**config.mk**
```make
export PLATFORM = sky130hd
export DESIGN_NAME = full_adder
export DESIGN_NICKNAME = d
export VERILOG_FILES = /design/src/rtl/full_adder.sv
export SDC_FILE = /design/constraint.sdc
export NUM_CORES = 1
export LEC_CHECK = 0
export BUFFER_PORTS_ARGS = -buffer_cell sky130_fd_sc_hd__buf_2
export CAP_MARGIN = 20
export CORE_AREA = 2 2 39 41
export CTS_BUF_LIST = sky130_fd_sc_hd__clkbuf_16
export DETAILED_ROUTE_END_ITERATION = 6
export DIE_AREA = 0 0 41 43
export PLACE_DENSITY = 0.34
export SLEW_MARGIN = 15
export SYNTH_ARGS = -nofsm -noshare
export SYNTH_HDL_FRONTEND = slang
export SYNTH_SLANG_ARGS = --single-unit
```
**constraint.sdc**
```tcl
create_clock -name clk -period 0.8 [get_ports clk]
set_input_delay 0.04 -clock clk [delete_from_list [all_inputs] [get_ports clk]]
set_output_delay 0.04 -clock clk [all_outputs]
set_load 0.01 [all_outputs]
```
**src/rtl/full_adder.sv**
```systemverilog
// full_adder: registered WIDTH-bit ripple-carry adder with a valid flag.
// The port order keeps a, b, cin, sum, carry first, so positional
// instantiations of the legacy combinational cell still line up.
// Optional feature: define FULL_ADDER_OVERFLOW_EN to add a registered
// signed two's-complement overflow output.
module full_adder #(
  parameter int WIDTH = 1
) (
  input  logic [WIDTH-1:0] a,
  input  logic [WIDTH-1:0] b,
  input  logic             cin,
  output logic [WIDTH-1:0] sum,
  output logic             carry,
  input  logic             clk,
  input  logic             rst,
  input  logic             in_valid,
  output logic             out_valid
`ifdef FULL_ADDER_OVERFLOW_EN
  ,
  output logic             overflow
`endif
);

  logic [WIDTH-1:0] sum_next;
  logic             carry_next;

  // Ripple chain of one-bit full-adder stages, LSB first.
  always_comb begin
    logic c_run;
    // NOTE: c_run is a blocking temporary that carries each stage's carry into
    // the next stage; every output gets a default first so no latch is inferred.
    sum_next = '0;
    c_run    = cin;
    for (int i = 0; i < WIDTH; i++) begin
      sum_next[i] = a[i] ^ b[i] ^ c_run;
      c_run       = (a[i] & b[i]) | (a[i] & c_run) | (b[i] & c_run);
    end
    carry_next = c_run;
  end

`ifdef FULL_ADDER_OVERFLOW_EN
  logic overflow_next;

  // Signed overflow: operands share a sign and the result's sign differs.
  always_comb begin
    overflow_next = (a[WIDTH-1] == b[WIDTH-1]) && (sum_next[WIDTH-1] != a[WIDTH-1]);
  end
`endif

  // Output registers: capture on valid, otherwise hold; out_valid tracks in_valid.
  always_ff @(posedge clk or posedge rst) begin
    if (rst) begin
      sum       <= '0;
      carry     <= 1'b0;
      out_valid <= 1'b0;
`ifdef FULL_ADDER_OVERFLOW_EN
      overflow  <= 1'b0;
`endif
    end else begin
      // NOTE: sequential state uses non-blocking assignments; leaving sum/carry
      // unassigned when in_valid=0 is a clocked hold (flop enable), not a latch,
      // and it keeps X/Z on idle operands away from the held result.
      out_valid <= in_valid;
      if (in_valid) begin
        sum   <= sum_next;
        carry <= carry_next;
`ifdef FULL_ADDER_OVERFLOW_EN
        overflow <= overflow_next;
`endif
      end
    end
  end

endmodule

```
==> summary.md, run 1 <==
| Metric | Value |
|---|---|
| Clock insertion delay at the later pin of the skew report | 0.22 ns |
| Mean instance size in the synthesized netlist | 17.34 um^2 |
| Input/output buffers | 8 |
| Crit Path Class | flip-flop to output port |
| Final antenna diode count | 0 |
| Static leakage power | 0.1412 nW |
| Period minus WS final | 0.7753 ns |
| Final hold viol count | 0 |
| Share of layout cells above drive strength 1 | 66.67% |
| X dimension of the die | 41 um |
| DRC marker count from the first detailed-route iteration | 0 |
| Core Footprint | 1384 um^2 |
| Capturing point of the worst reg2reg path | carry |
| Worst setup path end | carry |
| Clk root buf | sky130_fd_sc_hd__clkbuf_16 |
| Setup slack of the worst register-to-register path | 0.05 ns |
| Highest Clock Rate | 1.290 GHz |
| Routed via count divided by cell count | 3.027 |
| Worst clock skew on the final layout | 0 ns |
| Hold wc startpoint | in_valid |
| Num rows | 14 |
| Vias in the first global route | 138 |
| Worst r2r src | carry |
| Max-cap violations | 0 |
| TritonCTS clock tree | yes |
| CTS max path bufs | 2 |
| Detailed Route WL | 322 um |
| Largest cells by area after synthesis | sky130_fd_sc_hd__dfrtp_1 (62%), sky130_fd_sc_hd__mux2_2 (19%), sky130_fd_sc_hd__fa_1 (16%), sky130_fd_sc_hd__inv_1 (3.1%) |
| Post-synthesis instance total | 7 |
| Crit path arrival time | 0.74 ns |
| Per-cell routed wire length | 8.703 um |
| Clock buffer count from CTS | 3 |
| Met1 track utilization from global routing | 5.556% |
| Library cells used by synthesis | 4 |
| Power density cells | 3662 nW/um^2 |
| Biggest fanout along the worst timing path | 2 |
| Final Util | 20.71% |
| Clk pwr share | 74.6% |
| IR drop worst, VDD | 1021 uV |
| Proportion of netlist area held by the largest area contributor | 61.86% |
| Top-level port count | 9 |
| Non-filler cells in the finished layout | 37 |
| Warnings from Yosys | 0 |
| Vias post-DR | 112 |
| Buf+Inv Stages, Crit Path | 1 |
| Die outline area | 1763 um^2 |
| Cell type with the largest total area after synthesis | sky130_fd_sc_hd__dfrtp_1 |
| Worst path required time | 0.76 ns |
| Internal power consumption | 0.8664 mW |
| Initial core utilization | 8.770% |
| Syn-to-layout area delta | 136.1% |
| Gpl congestion | 0.5570 |
| Most common cell after layout, fill and taps aside | sky130_fd_sc_hd__buf_2 |
| Vertical die dimension | 43 um |
| Post-Route Setup TNS | 0 ns |
| Met2 GRT Util | 6.563% |
| Number of logic stages on the critical path including buffering | 1 |
| Number of nets with antenna violations after detailed routing | 0 |
| Kind of path behind the tightest hold check | input pin to flip-flop |
| Worst Setup End Kind | output port |
| Number of endpoints failing setup at the final stage | 0 |
| Inst Count DP | 31 |
| Slew margin rel. | 92.82% |
| Net Sw Frac | 17.42% |
| GRT Util Overall | 5.954% |
| Sw Pwr | 0.1827 mW |
| Combinational Power Share | 8.1% |
| Critical Path Slowest Stage Cell | sky130_fd_sc_hd__dfrtp_1 |
| Cell count of the worst reg-to-reg path | 1 |
| Cell-by-cell listing of the critical path | buf_2 |
| Setup Buffers After CTS | 0 |
| Htree depth | 1 |
| Antenna violations before repair | 0 |
| Reg power frac | 17.4% |
| Synth Cell Area | 121.4 um^2 |
| Total grt overflow | 0 |
| Worst slack on hold paths | 0.1137 ns |
| Most used routing layer | met4 |
| Met3 Usage GRT | 4.712% |
| Number of slew-limit violations in the final report | 0 |
| Commonest cells after routing, fill and taps aside | sky130_fd_sc_hd__buf_2 (8), sky130_fd_sc_hd__dfrtp_1 (3), sky130_fd_sc_hd__clkbuf_16 (3), sky130_fd_sc_hd__inv_1 (2), sky130_fd_sc_hd__dlygate4sd3_1 (2) |
| Global-route wire length before repair | 572 um |
| Peak per-stage delay on the critical path | 0.37 ns |
| Drc violations | 0 |
| Initial DRT Pass Iterations | 1 |
| Delay-heaviest family, CP | flip-flops |
| Net count, final | 29 |
| Outcome | finished, final reports clean |
| Register area share after synthesis | 61.86% |
| Final clock period utilization by the worst path | 96.92% |
| Pin count of the biggest net entering global routing | 4 |
| Number of filler instances in the final layout | 150 |
| RSZ-0062 raised after global routing | yes |
| Critical path launch point type | flip-flop |
| Measured slew at the worst slew-check pin | 0.1076 ns |
| Number of register bits inferred by synthesis | 3 |
| Synthesized net count | 14 |
| TritonCTS sink count | 3 |
| Worst setup path startpoint | carry |
| Clk pin slew, worst setup/hold paths | 0.03 ns |
## Yosys cell counts
cell	instances
sky130_fd_sc_hd__dfrtp_1	3
sky130_fd_sc_hd__inv_1	1
sky130_fd_sc_hd__mux2_2	2
sky130_fd_sc_hd__fa_1	1
## flip-flops by register name (all words and copies together), names as in the netlist
register,flops
carry,1
sum,1
out_valid,1
## logic make-up after synthesis
kind of cell / share of synthesized area, %
buffers and inverters: 3.090
adders and majority gates: 16.50
DFF: 61.85
muxes: 18.56
## layer usage
layer | vias up | wire, um | part of all wire (%)
met2 | 9 | 135 | 42
met4 | 0 | 0 | 0
met5 | - | 0 | 0
met1 | 54 | 136 | 42
li1 | 49 | - | -
met3 | 0 | 50 | 16
## power by group through the flow
stage	Combinational (mW)	Sequential, mW	Clock, mW
final	0.0848	0.182	0.782
after global routing	0.0950	0.185	0.809
after CTS	0.0866	0.184	0.802
after detailed placement	0.0784	0.185	0
after global placement	0.0754	0.183	0
after floorplan	0.0270	0.192	0
## what timing repair did
action,CTS,global route
endpoints found under the setup margin,0,1
resized for setup,0,0
endpoints found under the hold margin,4,0
hold buffers,2,0
## worst min path at each step
stage | to | slack [ns] | cells after the start
after floorplan | carry | -0.21 | 1
after global placement | out_valid | -0.1 | 2
after detailed placement | carry | -0.1 | 2
after CTS | carry | 0.11 | 2
after global routing | sum | 0.12 | 2
final | carry | 0.11 | 2
## final cells by class
type	count	area, um^2	share of cell area, %
clock buffer	3	75.07	26.20
clock inverter	1	3.754	1.310
inverter	1	3.754	1.310
multi-input combinational	3	48.80	17.03
sequential	3	75.07	26.20
tap	16	20.02	6.987
timing repair buffer	10	60.06	20.96
## through the flow
stage                     power [mW]  cell area [um^2]  worst slack [ns]
after floorplan               0.2187             127.6          -0.04607
after global placement        0.2582             187.7           -0.1741
after detailed placement      0.2637             187.7           -0.1930
after CTS                      1.072             286.5           0.01261
after global routing           1.090             286.5         -0.004066
final                          1.049             286.5           0.02465
Note: power is estimated with default switching activity, not from simulation.
==> run 2: changes to the inputs <==
REMOVE_ABC_BUFFERS = 1   (was unset)
==> summary.md, run 2 (synthesized netlist as in run 1, its figures left out) <==
| Metric | Value |
|---|---|
| Outcome | finished, final reports clean |
| Worst setup path end | carry |
| Clock insertion delay at the later pin of the skew report | 0.22 ns |
| Post-Route Setup TNS | 0 ns |
| Setup Buffers After CTS | 0 |
| X dimension of the die | 41 um |
| Hold wc startpoint | in_valid |
| Core Footprint | 1384 um^2 |
| Input/output buffers | 8 |
| Vias in the first global route | 111 |
| Gpl congestion | 0.5458 |
| Kind of path behind the tightest hold check | input pin to flip-flop |
| Largest registers | carry (1), out_valid (1), sum (1) |
| Final hold viol count | 0 |
| Num rows | 14 |
| Worst slack on hold paths | 0.1111 ns |
| Worst setup path startpoint | carry |
| Number of logic stages on the critical path including buffering | 1 |
| Hold depth | 2 |
| Buf+Inv Stages, Crit Path | 1 |
| Final clock period utilization by the worst path | 96.44% |
| Delay-heaviest family, CP | flip-flops |
| Htree depth | 1 |
| Initial core utilization | 8.770% |
| Peak per-stage delay on the critical path | 0.37 ns |
| Critical path launch point type | flip-flop |
| Measured slew at the worst slew-check pin | 0.1079 ns |
| Worst r2r src | sum |
| Critical Path Slowest Stage Cell | sky130_fd_sc_hd__dfrtp_1 |
| Number of slew-limit violations in the final report | 0 |
| Worst path required time | 0.76 ns |
| Worst Setup End Kind | output port |
| Hold_buf cts | 2 |
| Per-cell routed wire length | 9.216 um |
| Syn-to-layout area delta | 130.9% |
| Clock buffer count from CTS | 3 |
| Most common cell after layout, fill and taps aside | sky130_fd_sc_hd__buf_2 |
| Cell-by-cell listing of the critical path | buf_2 |
| Number of nets with antenna violations after detailed routing | 0 |
| Cell count of the worst reg-to-reg path | 1 |
| Sequential cell area | 75.07 um^2 |
| Pre-CTS setup slack | -0.2029 ns |
| Drc violations | 0 |
| Final setup slack of the worst path | 0.02844 ns |
| Power density cells | 3688 nW/um^2 |
| RSZ-0062 raised after global routing | no |
| Multi-input logic area | 42.54 um^2 |
| Final antenna diode count | 0 |
| Number of endpoints failing setup at the final stage | 0 |
| Antenna violations before repair | 0 |
| Net count, final | 29 |
| Slew margin rel. | 92.80% |
| TritonCTS clock tree | yes |
| Highest Clock Rate | 1.296 GHz |
| Setup slack of the worst register-to-register path | 0.05 ns |
| Clk root buf | sky130_fd_sc_hd__clkbuf_16 |
| Top-level port count | 9 |
| Share of layout cells above drive strength 1 | 61.90% |
| Capturing point of the worst reg2reg path | sum |
| Die outline area | 1763 um^2 |
| Crit path arrival time | 0.73 ns |
| Pin count of the biggest net entering global routing | 4 |
| TritonCTS sink count | 3 |
| IR drop worst, VDD | 612.7 uV |
| Clk pin slew, worst setup/hold paths | 0.03 ns |
| CTS max path bufs | 2 |
| Global-route wire length before repair | 427 um |
| Crit Path Class | flip-flop to output port |
| PostCTS Resize Cnt | 0 |
| Number of filler instances in the final layout | 148 |
| DRC marker count from the first detailed-route iteration | 0 |
| Routed via count divided by cell count | 2.784 |
| Commonest cells after routing, fill and taps aside | sky130_fd_sc_hd__buf_2 (8), sky130_fd_sc_hd__dfrtp_1 (3), sky130_fd_sc_hd__clkbuf_16 (3) |
| Worst clock skew on the final layout | 0 ns |
| GRT Util Overall | 4.824% |
| Static leakage power | 0.1377 nW |
| Initial DRT Pass Iterations | 1 |
| Vertical die dimension | 43 um |
| Biggest fanout along the worst timing path | 2 |
| Max-cap violations | 0 |
| Period minus WS final | 0.7716 ns |
| Vias post-DR | 103 |
| Detailed Route WL | 341 um |
| Total grt overflow | 0 |
run 2: cell types whose count changed in the layout (fill, tap and decap cells not counted):
| cell | change |
|---|---|
| sky130_fd_sc_hd__mux2_2 | +1 |
| sky130_fd_sc_hd__fa_2 | -1 |
| sky130_fd_sc_hd__mux2_4 | -1 |
| sky130_fd_sc_hd__fa_1 | +1 |
run 2: area by class of cell:
cell class | count | share of cell area, %
well taps | 16 | 7.143
repair buffers | 10 | 21.43
flip-flops and latches | 3 | 26.79
clock buffers | 3 | 26.79
clock inverters | 1 | 1.339
inverters | 1 | 1.339
multi-input cells | 3 | 15.18
run 2: worst min-delay path by stage:
stage / endpoint / slack (ns)
3_5_place_dp: out_valid / -0.1
4_1_cts: sum / 0.10
5_1_grt: sum / 0.12
2_1_floorplan: carry / -0.21
3_3_place_gp: sum / -0.09
6_report: carry / 0.11
run 2: stage by stage:
stage | total power, mW | util (%) | std cells | instance area, um^2
2_1_floorplan | 0.2140 | - | 7 | 121.4
3_3_place_gp | 0.2539 | 13.11 | 31 | 181.4
3_5_place_dp | 0.2544 | 13.11 | 31 | 181.4
4_1_cts | 1.049 | 20.25 | 37 | 280.3
5_1_grt | 1.067 | 20.25 | 37 | 280.3
6_report | 1.034 | 20.25 | 37 | 280.3
run 2: per-layer routing:
layer | wire length [um] | track usage (%)
met1 | 113 | 2.903
met2 | 133 | 4.375
met3 | 89 | 6.806
met4 | 4 | 8.000
met5 | 0 | 0
run 2: power breakdown:
| group | internal (mW) | switching, mW |
|---|---|---|
| sequential | 0.172 | 0.00921 |
| combinational | 0.0442 | 0.0344 |
| clock | 0.644 | 0.130 |
| total | 0.860 | 0.174 |
==> run 3: changes to the inputs <==
clock period = 0.9 ns   (was 0.8 ns; I/O delays follow)
==> summary.md, run 3 (synthesized netlist as in run 1, its figures left out) <==
| Metric | Value |
|---|---|
| Clock buffer count from CTS | 3 |
| Kind of path behind the tightest hold check | input pin to flip-flop |
| DRC marker count from the first detailed-route iteration | 0 |
| CTS max path bufs | 2 |
| Worst clock skew on the final layout | 0 ns |
| X dimension of the die | 41 um |
| Input/output buffers | 8 |
| Final clock period utilization by the worst path | 86.74% |
| Per-cell routed wire length | 9.811 um |
| Outcome | finished, final reports clean |
| TritonCTS clock tree | yes |
| Vias in the first global route | 134 |
| GRT Util Overall | 5.651% |
| Number of nets with antenna violations after detailed routing | 0 |
| Setup slack of the worst register-to-register path | 0.15 ns |
| Gpl congestion | 0.5191 |
| Final hold viol count | 0 |
| Period minus WS final | 0.7806 ns |
| Pin count of the biggest net entering global routing | 4 |
| Measured slew at the worst slew-check pin | 0.1229 ns |
| Worst path required time | 1.00 ns |
| Vias post-DR | 111 |
| TritonCTS sink count | 3 |
| Share of layout cells above drive strength 1 | 61.90% |
| Die outline area | 1763 um^2 |
| Max-cap violations | 0 |
| Critical path launch point type | input pin |
| Hold_buf cts | 2 |
| Htree depth | 1 |
| Worst r2r src | sum |
| Clk pin slew, worst setup/hold paths | 0.03 ns |
| IR drop worst, VDD | 745.0 uV |
| Slew margin rel. | 91.80% |
| Largest registers | carry (1), out_valid (1), sum (1) |
| Static leakage power | 0.1377 nW |
| Initial DRT Pass Iterations | 1 |
| Global-route wire length before repair | 552 um |
| Met2 GRT Util | 5.625% |
| Worst Setup End Kind | flip-flop |
| Vertical die dimension | 43 um |
| Most used routing layer | met3 |
| Setup Buffers After CTS | 0 |
| Highest Clock Rate | 1.281 GHz |
| Worst setup path end | sum |
| Initial core utilization | 8.770% |
| Worst setup path startpoint | a |
| PostCTS Resize Cnt | 0 |
| Worst slack on hold paths | 0.1149 ns |
| Final antenna diode count | 0 |
| Clock insertion delay at the later pin of the skew report | 0.22 ns |
| Hold wc startpoint | in_valid |
| Num rows | 14 |
| Net count, final | 29 |
| Capturing point of the worst reg2reg path | sum |
| Number of endpoints failing setup at the final stage | 0 |
| Top-level port count | 9 |
| Core Footprint | 1384 um^2 |
| Crit Path Class | input pin to flip-flop |
| Most common cell after layout, fill and taps aside | sky130_fd_sc_hd__buf_2 |
| Commonest cells after routing, fill and taps aside | sky130_fd_sc_hd__buf_2 (8), sky130_fd_sc_hd__dfrtp_1 (3), sky130_fd_sc_hd__clkbuf_16 (3) |
| Routed via count divided by cell count | 3.000 |
| RSZ-0062 raised after global routing | no |
| Total grt overflow | 0 |
| Cell count of the worst reg-to-reg path | 1 |
| Drc violations | 0 |
| Antenna violations before repair | 0 |
| Crit path arrival time | 0.88 ns |
| Met3 Usage GRT | 6.283% |
| Syn-to-layout area delta | 130.9% |
| Non-filler cells in the finished layout | 37 |
| Biggest fanout along the worst timing path | 1 |
| Number of slew-limit violations in the final report | 0 |
| Inst Count DP | 31 |
| Total Power | 0.9260 mW |
| Power density cells | 3304 nW/um^2 |
| Post-Route Setup TNS | 0 ns |
| Met1 track utilization from global routing | 5.556% |
| Clk root buf | sky130_fd_sc_hd__clkbuf_16 |
| Detailed Route WL | 363 um |
-- run 3: metal layers --
layer / vias to the layer above / share of wire (%)
met5: - / 0
li1: 50 / -
met3: 0 / 21
met2: 9 / 37
met1: 52 / 41
met4: 0 / 0
-- run 3: area by class of cell --
cell class	instances	area, um^2
fillers	158	1104
flip-flops and latches	3	75.07
clock buffers	3	75.07
repair buffers	10	60.06
multi-input cells	3	42.54
well taps	16	20.02
clock inverters	1	3.754
inverters	1	3.754
-- run 3: worst max-delay path: stages --
cell                     delay, ns
sky130_fd_sc_hd__buf_2        0.11
sky130_fd_sc_hd__fa_1         0.45
sky130_fd_sc_hd__mux2_2       0.28
-- run 3: power breakdown --
| group | switching [mW] | total (mW) | internal [mW] |
|---|---|---|---|
| clock | 0.121 | 0.694 | 0.573 |
| sequential | 0.00696 | 0.160 | 0.153 |
| combinational | 0.0328 | 0.0724 | 0.0396 |
-- run 3: worst min path at each step --
stage	endpoint	slack (ns)	cells past startpoint
6_report	carry	0.11	2
5_1_grt	carry	0.12	2
4_1_cts	carry	0.11	2
3_5_place_dp	sum	-0.08	2
3_3_place_gp	sum	-0.09	2
2_1_floorplan	carry	-0.20	1
-- run 3: per-stage QoR --
step	utilization (%)	worst slack, ns	area (um^2)
6_report	20.25	0.1194	280.3
5_1_grt	20.25	0.09599	280.3
4_1_cts	20.25	0.1173	280.3
3_5_place_dp	13.11	-0.1100	181.4
3_3_place_gp	13.11	-0.1165	181.4
2_1_floorplan	-	0.02908	121.4
